===== config.mk =====
export PLATFORM = sky130hd
export DESIGN_NAME = signed_narrower_sat_flat
export DESIGN_NICKNAME = d
export VERILOG_FILES = /design/src/rtl/signed_narrower_sat_if.sv /design/src/rtl/signed_narrower_sat.sv /design/src/flat_wrapper.sv
export SDC_FILE = /design/constraint.sdc
export NUM_CORES = 1
export LEC_CHECK = 0
export CORE_MARGIN = 3
export CORE_UTILIZATION = 41
export CTS_CLUSTER_SIZE = 20
export DETAILED_ROUTE_END_ITERATION = 10
export PLACE_DENSITY = 0.71
export SETUP_SLACK_MARGIN = 0.02
export SLEW_MARGIN = 20
export SYNTH_ARGS = -nofsm -noshare
export SYNTH_HDL_FRONTEND = slang
export SYNTH_SLANG_ARGS = --single-unit

===== constraint.sdc =====
create_clock -name Clk -period 1.4 [get_ports Clk]
set_clock_uncertainty 0.15 [all_clocks]
set_input_delay 0.35 -clock Clk [delete_from_list [all_inputs] [get_ports Clk]]
set_output_delay 0.35 -clock Clk [all_outputs]
set_load 0.05 [all_outputs]

===== src/rtl/signed_narrower_sat_if.sv =====
// Stream, status and counter-control signals of signed_narrower_sat, grouped as one bundle.
interface signed_narrower_sat_if #(
  parameter int INPUT_WIDTH  = 9,
  parameter int OUTPUT_WIDTH = 8,
  parameter int CNT_WIDTH    = 8
);
  logic                           In_Valid;
  logic                           In_Ready;
  logic signed [INPUT_WIDTH-1:0]  Data_In;
  logic                           Out_Valid;
  logic                           Out_Ready;
  logic signed [OUTPUT_WIDTH-1:0] Data_Out;
  logic                           Sat_Flag;
  logic [CNT_WIDTH-1:0]           Sat_Count;
  logic                           Clear_Count;

  modport master (
    output In_Valid, Data_In, Out_Ready, Clear_Count,
    input  In_Ready, Out_Valid, Data_Out, Sat_Flag, Sat_Count
  );

  modport slave (
    input  In_Valid, Data_In, Out_Ready, Clear_Count,
    output In_Ready, Out_Valid, Data_Out, Sat_Flag, Sat_Count
  );
endinterface


===== src/rtl/signed_narrower_sat.sv =====
// Two-stage signed narrower: optional arithmetic rescale, then clamp into OUTPUT_WIDTH bits.
// Define SIGNED_NARROWER_ROUND_EN for round-half-up before the shift (default: floor).
module signed_narrower_sat #(
  parameter int INPUT_WIDTH  = 9,
  parameter int OUTPUT_WIDTH = 8,
  parameter int SHIFT        = 0,
  parameter int CNT_WIDTH    = 8
) (
  input logic                  Clk,
  input logic                  Reset,
  signed_narrower_sat_if.slave bus
);

  localparam int W = INPUT_WIDTH + 1;

  localparam logic signed [W-1:0] SAT_MAX =
    {{(W-OUTPUT_WIDTH+1){1'b0}}, {(OUTPUT_WIDTH-1){1'b1}}};
  localparam logic signed [W-1:0] SAT_MIN =
    {{(W-OUTPUT_WIDTH+1){1'b1}}, {(OUTPUT_WIDTH-1){1'b0}}};
  localparam logic [OUTPUT_WIDTH-1:0] OUT_MAX = {1'b0, {(OUTPUT_WIDTH-1){1'b1}}};
  localparam logic [OUTPUT_WIDTH-1:0] OUT_MIN = {1'b1, {(OUTPUT_WIDTH-1){1'b0}}};

`ifdef SIGNED_NARROWER_ROUND_EN
  localparam int RND_POS = (SHIFT > 0) ? SHIFT - 1 : 0;
  localparam logic signed [W-1:0] RND = (SHIFT > 0) ? (W'(1) << RND_POS) : '0;
`endif

  logic                    adv;
  logic signed [W-1:0]     ext;
  logic signed [W-1:0]     pre_shift;
  logic signed [W-1:0]     shifted;
  logic                    s1_valid;
  logic signed [W-1:0]     s1_data;
  logic                    sat_hi;
  logic                    sat_lo;
  logic                    out_valid;
  logic [OUTPUT_WIDTH-1:0] data_out;
  logic                    sat_flag;
  logic [CNT_WIDTH-1:0]    sat_count;

  // Both stages move together; a stalled output freezes stage 1 as well.
  assign adv          = !out_valid || bus.Out_Ready;
  assign bus.In_Ready = adv;

  // The extra guard bit keeps the rounding add from overflowing.
  always_comb begin
    ext = {bus.Data_In[INPUT_WIDTH-1], bus.Data_In};
`ifdef SIGNED_NARROWER_ROUND_EN
    pre_shift = ext + RND;
`else
    pre_shift = ext;
`endif
    shifted = pre_shift >>> SHIFT;
  end

  always_ff @(posedge Clk) begin
    if (Reset) begin
      s1_valid <= 1'b0;
      s1_data  <= '0;
    end else if (adv) begin
      s1_valid <= bus.In_Valid;
      s1_data  <= shifted;
    end
  end

  always_comb begin
    sat_hi = s1_data > SAT_MAX;
    sat_lo = s1_data < SAT_MIN;
  end

  always_ff @(posedge Clk) begin
    if (Reset) begin
      out_valid <= 1'b0;
      data_out  <= '0;
      sat_flag  <= 1'b0;
    end else if (adv) begin
      out_valid <= s1_valid;
      if (sat_hi) begin
        data_out <= OUT_MAX;
        sat_flag <= 1'b1;
      end else if (sat_lo) begin
        data_out <= OUT_MIN;
        sat_flag <= 1'b1;
      end else begin
        data_out <= s1_data[OUTPUT_WIDTH-1:0];
        sat_flag <= 1'b0;
      end
    end
  end

  // Clear wins over a coincident increment; the count sticks at all-ones.
  always_ff @(posedge Clk) begin
    if (Reset) begin
      sat_count <= '0;
    end else if (bus.Clear_Count) begin
      sat_count <= '0;
    end else if (out_valid && bus.Out_Ready && sat_flag && (sat_count != '1)) begin
      sat_count <= sat_count + 1'b1;
    end
  end

  assign bus.Out_Valid = out_valid;
  assign bus.Data_Out  = data_out;
  assign bus.Sat_Flag  = sat_flag;
  assign bus.Sat_Count = sat_count;

endmodule


===== src/flat_wrapper.sv =====
// flat-port wrapper written by rule: the top's interface ports become plain ports
module signed_narrower_sat_flat 
#(
  parameter int INPUT_WIDTH  = 9,
  parameter int OUTPUT_WIDTH = 8,
  parameter int SHIFT        = 0,
  parameter int CNT_WIDTH    = 8
)
  (Clk, Reset, bus_In_Valid, bus_Data_In, bus_Out_Ready, bus_Clear_Count, bus_In_Ready, bus_Out_Valid, bus_Data_Out, bus_Sat_Flag, bus_Sat_Count);
  signed_narrower_sat_if #(.INPUT_WIDTH(INPUT_WIDTH), .OUTPUT_WIDTH(OUTPUT_WIDTH), .CNT_WIDTH(CNT_WIDTH)) bus_i ();
  input logic Clk;
  input logic Reset;
  input wire logic [$bits(bus_i.In_Valid)-1:0] bus_In_Valid;
  input wire logic [$bits(bus_i.Data_In)-1:0] bus_Data_In;
  input wire logic [$bits(bus_i.Out_Ready)-1:0] bus_Out_Ready;
  input wire logic [$bits(bus_i.Clear_Count)-1:0] bus_Clear_Count;
  output wire logic [$bits(bus_i.In_Ready)-1:0] bus_In_Ready;
  output wire logic [$bits(bus_i.Out_Valid)-1:0] bus_Out_Valid;
  output wire logic [$bits(bus_i.Data_Out)-1:0] bus_Data_Out;
  output wire logic [$bits(bus_i.Sat_Flag)-1:0] bus_Sat_Flag;
  output wire logic [$bits(bus_i.Sat_Count)-1:0] bus_Sat_Count;
  assign bus_i.In_Valid = bus_In_Valid;
  assign bus_i.Data_In = bus_Data_In;
  assign bus_i.Out_Ready = bus_Out_Ready;
  assign bus_i.Clear_Count = bus_Clear_Count;
  assign bus_In_Ready = bus_i.In_Ready;
  assign bus_Out_Valid = bus_i.Out_Valid;
  assign bus_Data_Out = bus_i.Data_Out;
  assign bus_Sat_Flag = bus_i.Sat_Flag;
  assign bus_Sat_Count = bus_i.Sat_Count;
  signed_narrower_sat #(.INPUT_WIDTH(INPUT_WIDTH), .OUTPUT_WIDTH(OUTPUT_WIDTH), .SHIFT(SHIFT), .CNT_WIDTH(CNT_WIDTH)) u_core (.Clk(Clk), .Reset(Reset), .bus(bus_i));
endmodule

Word level (Yosys, flattened, before mapping)
Index checks and enable logic that the tools add are counted.
- flip-flop bits (word level): 28
- latch bits: 0
- memory bits (writable): 0
- bits in read-only memories: 0
- input port bits: 14
- output and inout port bits: 19
- logic and storage cells: 20
- memories: 0
- $add $sub $neg: 1
- $mul: 0
- div/mod/pow operators: 0
- order comparisons: 2
- equality and inequality tests: 1
- shifts and indexed selects: 0
- muxes and demuxes: 4
- bitwise operators: 0
- reduce and logical (&&, ||, !) cells: 6
- operator list (kind ; count):
    8-bit 2-to-1 mux ; 2
    9-bit by 8-bit greater-than comparator with 1-bit output, second input constant ; 1
    9-bit by 8-bit less-than comparator with 1-bit output, second input constant ; 1
    8-bit by 1-bit adder with 8-bit output, second input constant ; 1
    8-bit inequality test, second input constant ; 1
    1-bit logical AND ; 3
    1-bit 2-to-1 mux ; 2
    2-bit OR reduction ; 1
    1-bit zero test ; 1
    1-bit logical OR ; 1

Longest topological paths before layout
Gate-level depths: netlist of run 1.
- depth in word-level cells: 3
- depth in mapped cells: 5
- depth with buffers taken out: 5

Least setup slack after synthesis of run 1
OpenSTA, ideal clock, no wires.
- path type: register to register
- start: reg u_core.sat_count[0] (netlist: u_core.bus.Sat_Count[0])
- end: reg u_core.sat_count[1] (netlist: u_core.bus.Sat_Count[1])
- setup time: 0.124 ns
- arrival time: 1.541 ns
- required time: 1.126 ns
- slack: -0.415 ns
- stages on the path, launching flop included: 6
- path buffers: 0
- clock period less this slack: 1.815 ns
- cell sequence: dfxtp_1 > ha_1 > nand3_2 > o21ai_2 > mux2i_1 > nor2_1
- longest elaborated chain between the ends: 2
- elaborated cells on any way between the ends: 3
- ends and longest elaborated chain (what ; line ; RTL):
    from (decl) ; signed_narrower_sat.sv:39 ; logic [CNT_WIDTH-1:0] sat_count;
    from (signal assigned) ; signed_narrower_sat.sv:98 ; sat_count <= sat_count + 1'b1;
    branches (longest 2 deep; another with 8-bit by 1-bit adder with 8-bit output) ; -- ;
Several ways; the timed one is not identified.
A chain may end at the register's enable or synchronous reset.

Worst setup path after layout of run 1
- start: reg u_core.sat_count[0] (netlist: u_core.bus.Sat_Count[0])
- end: reg u_core.sat_count[6] (netlist: u_core.bus.Sat_Count[6])
Same word-level chain as after synthesis.

==> impl_results.md, run 1 <==
* Setup TNS Final at -2270 ps
* Leak Pwr at 0.905 nW
* Core area at 2520 sq um
* DRT antenna net count at 0
* Most instantiated library cell after synthesis: dfxtp_1
* Mapped Cells at 131
* PwrDens at 773 nW/um^2
* Top-Level Pins at 33
* Vias in the first global route at 1,144
* Slew Viols, Final at 0
* Ys async rst share at 0
* Synth top area cells: dfxtp_1 50%, a21oi_1 9.0%, nand2_1 8.1%
* H-tree levels at 1
* Slew margin rel. at 0.775
* Worst setup margin at -236 ps
* Worst hold path class: reg2reg
* Syn Nets at 146
* R2R Path End: u_core.bus.Sat_Count[6]
* Layout area overhead at 94.1%
* DIE AREA at about 3400 sq um
* Worst EP arrival at roughly 1700 ps
* Max-cap violations at 0
* Antenna violations before repair at 0
* Mapped Area at 1110 sq um
* Worst r2r src: u_core.bus.Sat_Count[0]
* CTS Hold Bufs at 0
* Initial cell density of the core at 0.440
* Fin crit share at 1.17
* # nets final at 217
* Layout cells sized above 1 at 0.483
* Req. time, crit path at 1480 ps
* First-pass GRT wire length at about 5300 microns
* Die height at 58.1 microns
* N_diodes at 0
* Worst IR Drop VDD at 0.852 mV
* Fmax at 611 MHz
* Hold Path End: u_core.s1_data[5]
* Placer congestion estimate at 0.773
* Global Route Usage Sum at 0.203
* Vias per cell at approximately 5.2
* Mapped Avg Cell Area at 8.48 sq um
* Min Tclk post-route at 1640 ps
* CTS buffer count at 3
* Commonest cells in the netlist: 28 x dfxtp_1, 24 x nand2_1, 20 x a21oi_1
* Clock Latency Late Sink at about 330 ps
* YS warnings at 0
* Reg clk slew, reported paths at approximately 160 ps
* Num Clock Sinks at 28
* Worst hold path startpoint: u_core.s1_data[5]
* Outcome: finished, violations left
* Hold slack at about 320 ps
* Synth Flop Type: dfxtp_1
* Worst hold path stage count at 2
* CTS tree: done
* Pin count of the biggest net entering global routing at 21
* Hpwl dp at 2020 microns
* Failing checks: negative setup slack
* Hold Fails Final Rpt at 0
* Site row count at 18
* Root buffer cell: clkbuf_4
* Total grt overflow at 0
* Die width at 58.1 microns
* Initial drt markers at 40
* Port Buffers at 32
* Drt wl/cell at 16.1 microns
* Post-synthesis register bit count at 28
* Cell taking the most area after synthesis: dfxtp_1
* Endpoints failing setup at 16
* Kind of critical path: reg2reg
* R2R cell count at 7
* Clock Path Buffers at 2
* Unique masters post-synth at 28
* Pre-antenna DRT Iters at 4
* RSZ-0062 raised after global routing: true
* Post-synth top area share at 0.505
* Number of synthesized flops with an enable pin at 0
* Worst-Margin Slew at between 300 and 400 ps
* DRC Markers at 0
* Via Count at 1,205
* WL final at around 3700 microns
* Post-synthesis sequential area ratio at 0.505
* Crit path max fanout at 3
* Reg2reg setup slack at -240 ps
* CP endpoint kind: register
* CP Launch Type: register
## logic make-up (layout without fill, tap and decap cells)
group           after synthesis  count (layout)  share of synthesized area
compound gates               29              29                      0.159
mux                           1               1                    0.00901
fa+ha+maj                     1               1                     0.0113
flops                        28              28                      0.505
buf+inv                       8              78                     0.0304
simple gates                 61              61                      0.262
xor+xnor                      3               3                     0.0237
## worst max path at each step
stage	startpoint	to	slack, ps	depth (start not counted)
CTS	u_core.bus.Sat_Count[1]	bus_Sat_Count[1]	-180	3
global placement	bus_Out_Ready	u_core.bus.Sat_Count[5]	-460	5
detailed placement	bus_Out_Ready	u_core.bus.Sat_Count[7]	-480	5
floorplan	u_core.bus.Sat_Count[1]	u_core.bus.Sat_Count[5]	-3	5
finish	u_core.bus.Sat_Count[0]	u_core.bus.Sat_Count[6]	-240	7
global route	u_core.bus.Sat_Count[0]	u_core.bus.Sat_Count[2]	-310	7
## placed cells by master (no fill, tap or decap), types with 3 or more instances in the layout
cell / netlist / layout
buf_4: 0 / 27
nand2_1: 24 / 23
a21oi_1: 20 / 19
buf_12: 0 / 19
nor2_1: 15 / 14
buf_6: 0 / 14
clkdlybuf4s50_1: 0 / 12
dfxtp_4: 0 / 12
dfxtp_1: 28 / 10
nor3_1: 8 / 8
dfxtp_2: 0 / 6
xor2_1: 3 / 3
clkbuf_4: 0 / 3
## metrics by stage
stage,util,instance area (sq um),power [mW],cells,setup WS [ps]
floorplan,-,1180,1.02,131,-3.16
global placement,0.727,1830,1.18,205,-460
detailed placement,0.727,1830,1.19,205,-484
CTS,0.825,2080,1.65,225,-180
global route,0.855,2160,1.73,231,-312
finish,0.855,2160,1.67,231,-236
## flip-flops by register name, summed over array words and instances (netlist names)
signal                count
u_core.bus.Sat_Flag       1
u_core.bus.Data_Out       8
u_core.bus.Out_Valid      1
u_core.s1_valid           1
u_core.s1_data            9
u_core.bus.Sat_Count      8
## where the power goes
part | switching (mW) | leakage, nW | total, mW | internal (mW)
clock | 0.251 | 0.0261 | 0.470 | 0.218
combinational | 0.165 | 0.638 | 0.340 | 0.175
sequential | 0.0340 | 0.241 | 0.858 | 0.824
## per-layer routing
| layer | vias up | GRT usage | part of all wire |
|---|---|---|---|
| met5 | - | 0 | 0 |
| met4 | 0 | 0.0894 | 0.035 |
| met2 | 40 | 0.379 | 0.54 |
| met3 | 10 | 0.0223 | 0.039 |
| met1 | 568 | 0.228 | 0.39 |
| li1 | 587 | - | - |
## timing repair
item	CTS	global route
endpoints found under the hold margin	0	0
endpoints found under the setup margin	41	34
setup buffers	16	7
pin swaps	12	13
gates resized for setup	28	8
## cell type report
class | count | area (sq um)
fillers | 132 | 365
clock buffers | 4 | 47.5
flip-flops and latches | 28 | 613
repair buffers | 73 | 870
inverters | 1 | 3.75
well taps | 30 | 37.5
multi-input cells | 95 | 586
## worst max-delay path, cell delays in order (launching register included)
cell	delay (ps)
dfxtp_4	390
buf_6	90
ha_4	140
nand3_4	90
buf_4	150
buf_6	110
nor4_1	310
nor3_1	90
No activity file was read; power rests on OpenSTA's default activity.
==> run 2, diff against run 1 <==
--- a/config.mk
+++ b/config.mk
@@ -5,12 +5,14 @@
 export SDC_FILE = /design/constraint.sdc
 export NUM_CORES = 1
 export LEC_CHECK = 0
-export CORE_MARGIN = 3
+export CORE_MARGIN = 2
 export CORE_UTILIZATION = 41
 export CTS_CLUSTER_SIZE = 20
 export DETAILED_ROUTE_END_ITERATION = 10
+export GPL_TIMING_DRIVEN = 0
 export PLACE_DENSITY = 0.71
 export SETUP_SLACK_MARGIN = 0.02
+export SKIP_CTS_REPAIR_TIMING = 1
 export SLEW_MARGIN = 20
 export SYNTH_ARGS = -nofsm -noshare
 export SYNTH_HDL_FRONTEND = slang
==> impl_results.md, run 2 (synthesis results as in run 1) <==
* Outcome: finished, violations left (unchanged)
* Failing checks: negative setup slack (unchanged)
* CP endpoint kind: output port (was register)
* Slew Viols, Final at 0 (unchanged)
* Worst EP arrival at 1240 ps (was 1710 ps)
* Worst hold path stage count at 4 (was 2)
* Largest Register: u_core.s1_data (unchanged)
* Port Buffers at 32 (unchanged)
* Layout cells sized above 1 at 0.385 (was 0.483)
* Pre-antenna DRT Iters at 4 (unchanged)
* DRT antenna net count at 0 (unchanged)
* Hold Fails Final Rpt at 0 (unchanged)
* Hold slack at 264 ps (was 315 ps)
* Vias per cell at 5.13 (was 5.22)
* Endpoints failing setup at 9 (was 16)
* Core area at 2520 sq um (unchanged)
* Vias in the first global route at 978 (was 1,144)
* Clock Path Buffers at 2 (unchanged)
* Root buffer cell: clkbuf_4 (unchanged)
* Worst setup margin at -337 ps (was -236 ps)
* Worst-Margin Slew at 426 ps (was 334 ps)
* Placer congestion estimate at 0.710 (was 0.773)
* Fin crit share at 1.24 (was 1.17)
* Worst r2r src: u_core.bus.Sat_Count[1] (was u_core.bus.Sat_Count[0])
* Fmax at 576 MHz (was 611 MHz)
* Total grt overflow at 0 (unchanged)
* Initial drt markers at 24 (was 40)
* DIE AREA at 3140 sq um (was 3370 sq um)
* Most crowded layer after global routing: met2 (unchanged)
* H-tree levels at 1 (unchanged)
* Num Clock Sinks at 28 (unchanged)
* RSZ-0062 raised after global routing: true (unchanged)
* Max-cap violations at 0 (unchanged)
* Worst hold path startpoint: bus_Out_Ready (was u_core.s1_data[5])
* Top-Level Pins at 33 (unchanged)
* Hpwl dp at 1880 microns (was 2020 microns)
* Clock Latency Late Sink at 330 ps (about the same)
* Max FFs per register at 9 (unchanged)
* CTS buffer count at 3 (unchanged)
* Grt met1 use at 0.176 (was 0.228)
* # fillers at 187 (was 132)
* N_diodes at 0 (unchanged)
* Kind of critical path: reg2out (was reg2reg)
* Min Tclk post-route at 1740 ps (was 1640 ps)
* Antenna violations before repair at 0 (unchanged)
* Met3 GRT Util at 0.0512 (was 0.0223)
* Req. time, crit path at 900 ps (was 1480 ps)
* Via Count at 1,073 (was 1,205)
* Crit path max fanout at 5 (was 3)
* Drt wl/cell at 13.5 microns (was 16.1 microns)
* Met2 Resource Use GR at 0.316 (was 0.379)
* Register area at 608 sq um (was 613 sq um)
* Total placed cells including tap cells at 193 (was 205)
* DRC Markers at 0 (unchanged)
* Most common cell after layout, fill and taps aside: nand2_1 (was buf_4)
* Die height at 56.1 microns (was 58.1 microns)
* Pin count of the biggest net entering global routing at 17 (was 21)
* WL final at 2820 microns (was 3710 microns)
* Critical Path Start: u_core.bus.Out_Valid (was u_core.bus.Sat_Count[0])
* Die width at 56.1 microns (was 58.1 microns)
* Worst hold path class: in2reg (was reg2reg)
* Most frequent cells in the layout: 24 x nand2_1, 19 x a21oi_1, 17 x buf_8 (was 27 x buf_4, 23 x nand2_1, 19 x a21oi_1, 19 x buf_12)
* R2R cell count at 5 (was 7)
* Initial cell density of the core at 0.440 (unchanged)
* Global Route Usage Sum at 0.167 (was 0.203)
* CP Launch Type: register (unchanged)
* First-pass GRT wire length at 4130 microns (was 5250 microns)
* Finished Layout Cells at 209 (was 231)
* Leak Pwr at 0.747 nW (was 0.905 nW)
* Layout area overhead at 63.7% (was 94.1%)
* Site row count at 18 (unchanged)
* PwrDens at 891 nW/um^2 (was 773 nW/um^2)
* Area of the multi-input gates at 569 sq um (was 586 sq um)
* # nets final at 195 (was 217)
* Reg clk slew, reported paths at 160 ps (about the same)
* Slew margin rel. at 0.716 (was 0.775)
* CTS tree: done (unchanged)
* Worst IR Drop VDD at 0.761 mV (was 0.852 mV)
* Setup TNS Final at -507 ps (was -2270 ps)
run 2: worst paths after layout:
path / endpoint / slack (ps)
hold / removal: u_core.s1_data[0] / 260
hold reg to reg: u_core.s1_valid / 310
setup / recovery: bus_In_Ready / -340
setup reg to reg: u_core.bus.Sat_Count[7] / -40
run 2: per-layer routing:
metal	wire, microns	vias to the layer above
li1	-	542
met1	1110	503
met2	1560	24
met3	106	4
met4	34	0
met5	0	-
run 2: power by group:
part           switching, mW  internal (mW)  total (mW)
sequential            0.0298          0.825       0.855
combinational          0.161          0.138       0.299
clock                  0.248          0.219       0.466
run 2: worst max-delay path, stage by stage (launching register included):
cell     delay, ps
dfxtp_4        380
nor2b_4        180
inv_2           70
buf_6          130
buf_8          140
run 2: metrics by stage:
stage | instance area [sq um] | utilization | setup slack [ps] | power [mW]
2_1_floorplan | 1180 | - | -3.16 | 1.02
3_3_place_gp | 1540 | 0.610 | -1140 | 1.12
3_5_place_dp | 1540 | 0.610 | -1150 | 1.13
4_1_cts | 1590 | 0.628 | -1150 | 1.58
5_1_grt | 1820 | 0.721 | -388 | 1.69
6_report | 1820 | 0.721 | -337 | 1.62
run 2: area by class of cell:
class | instances | share of cell area
sequential | 28 | 0.334
multi-input combinational | 95 | 0.313
timing repair buffer | 45 | 0.285
clock buffer | 4 | 0.0261
tap | 30 | 0.0206
buffer | 6 | 0.0193
inverter | 1 | 0.00206
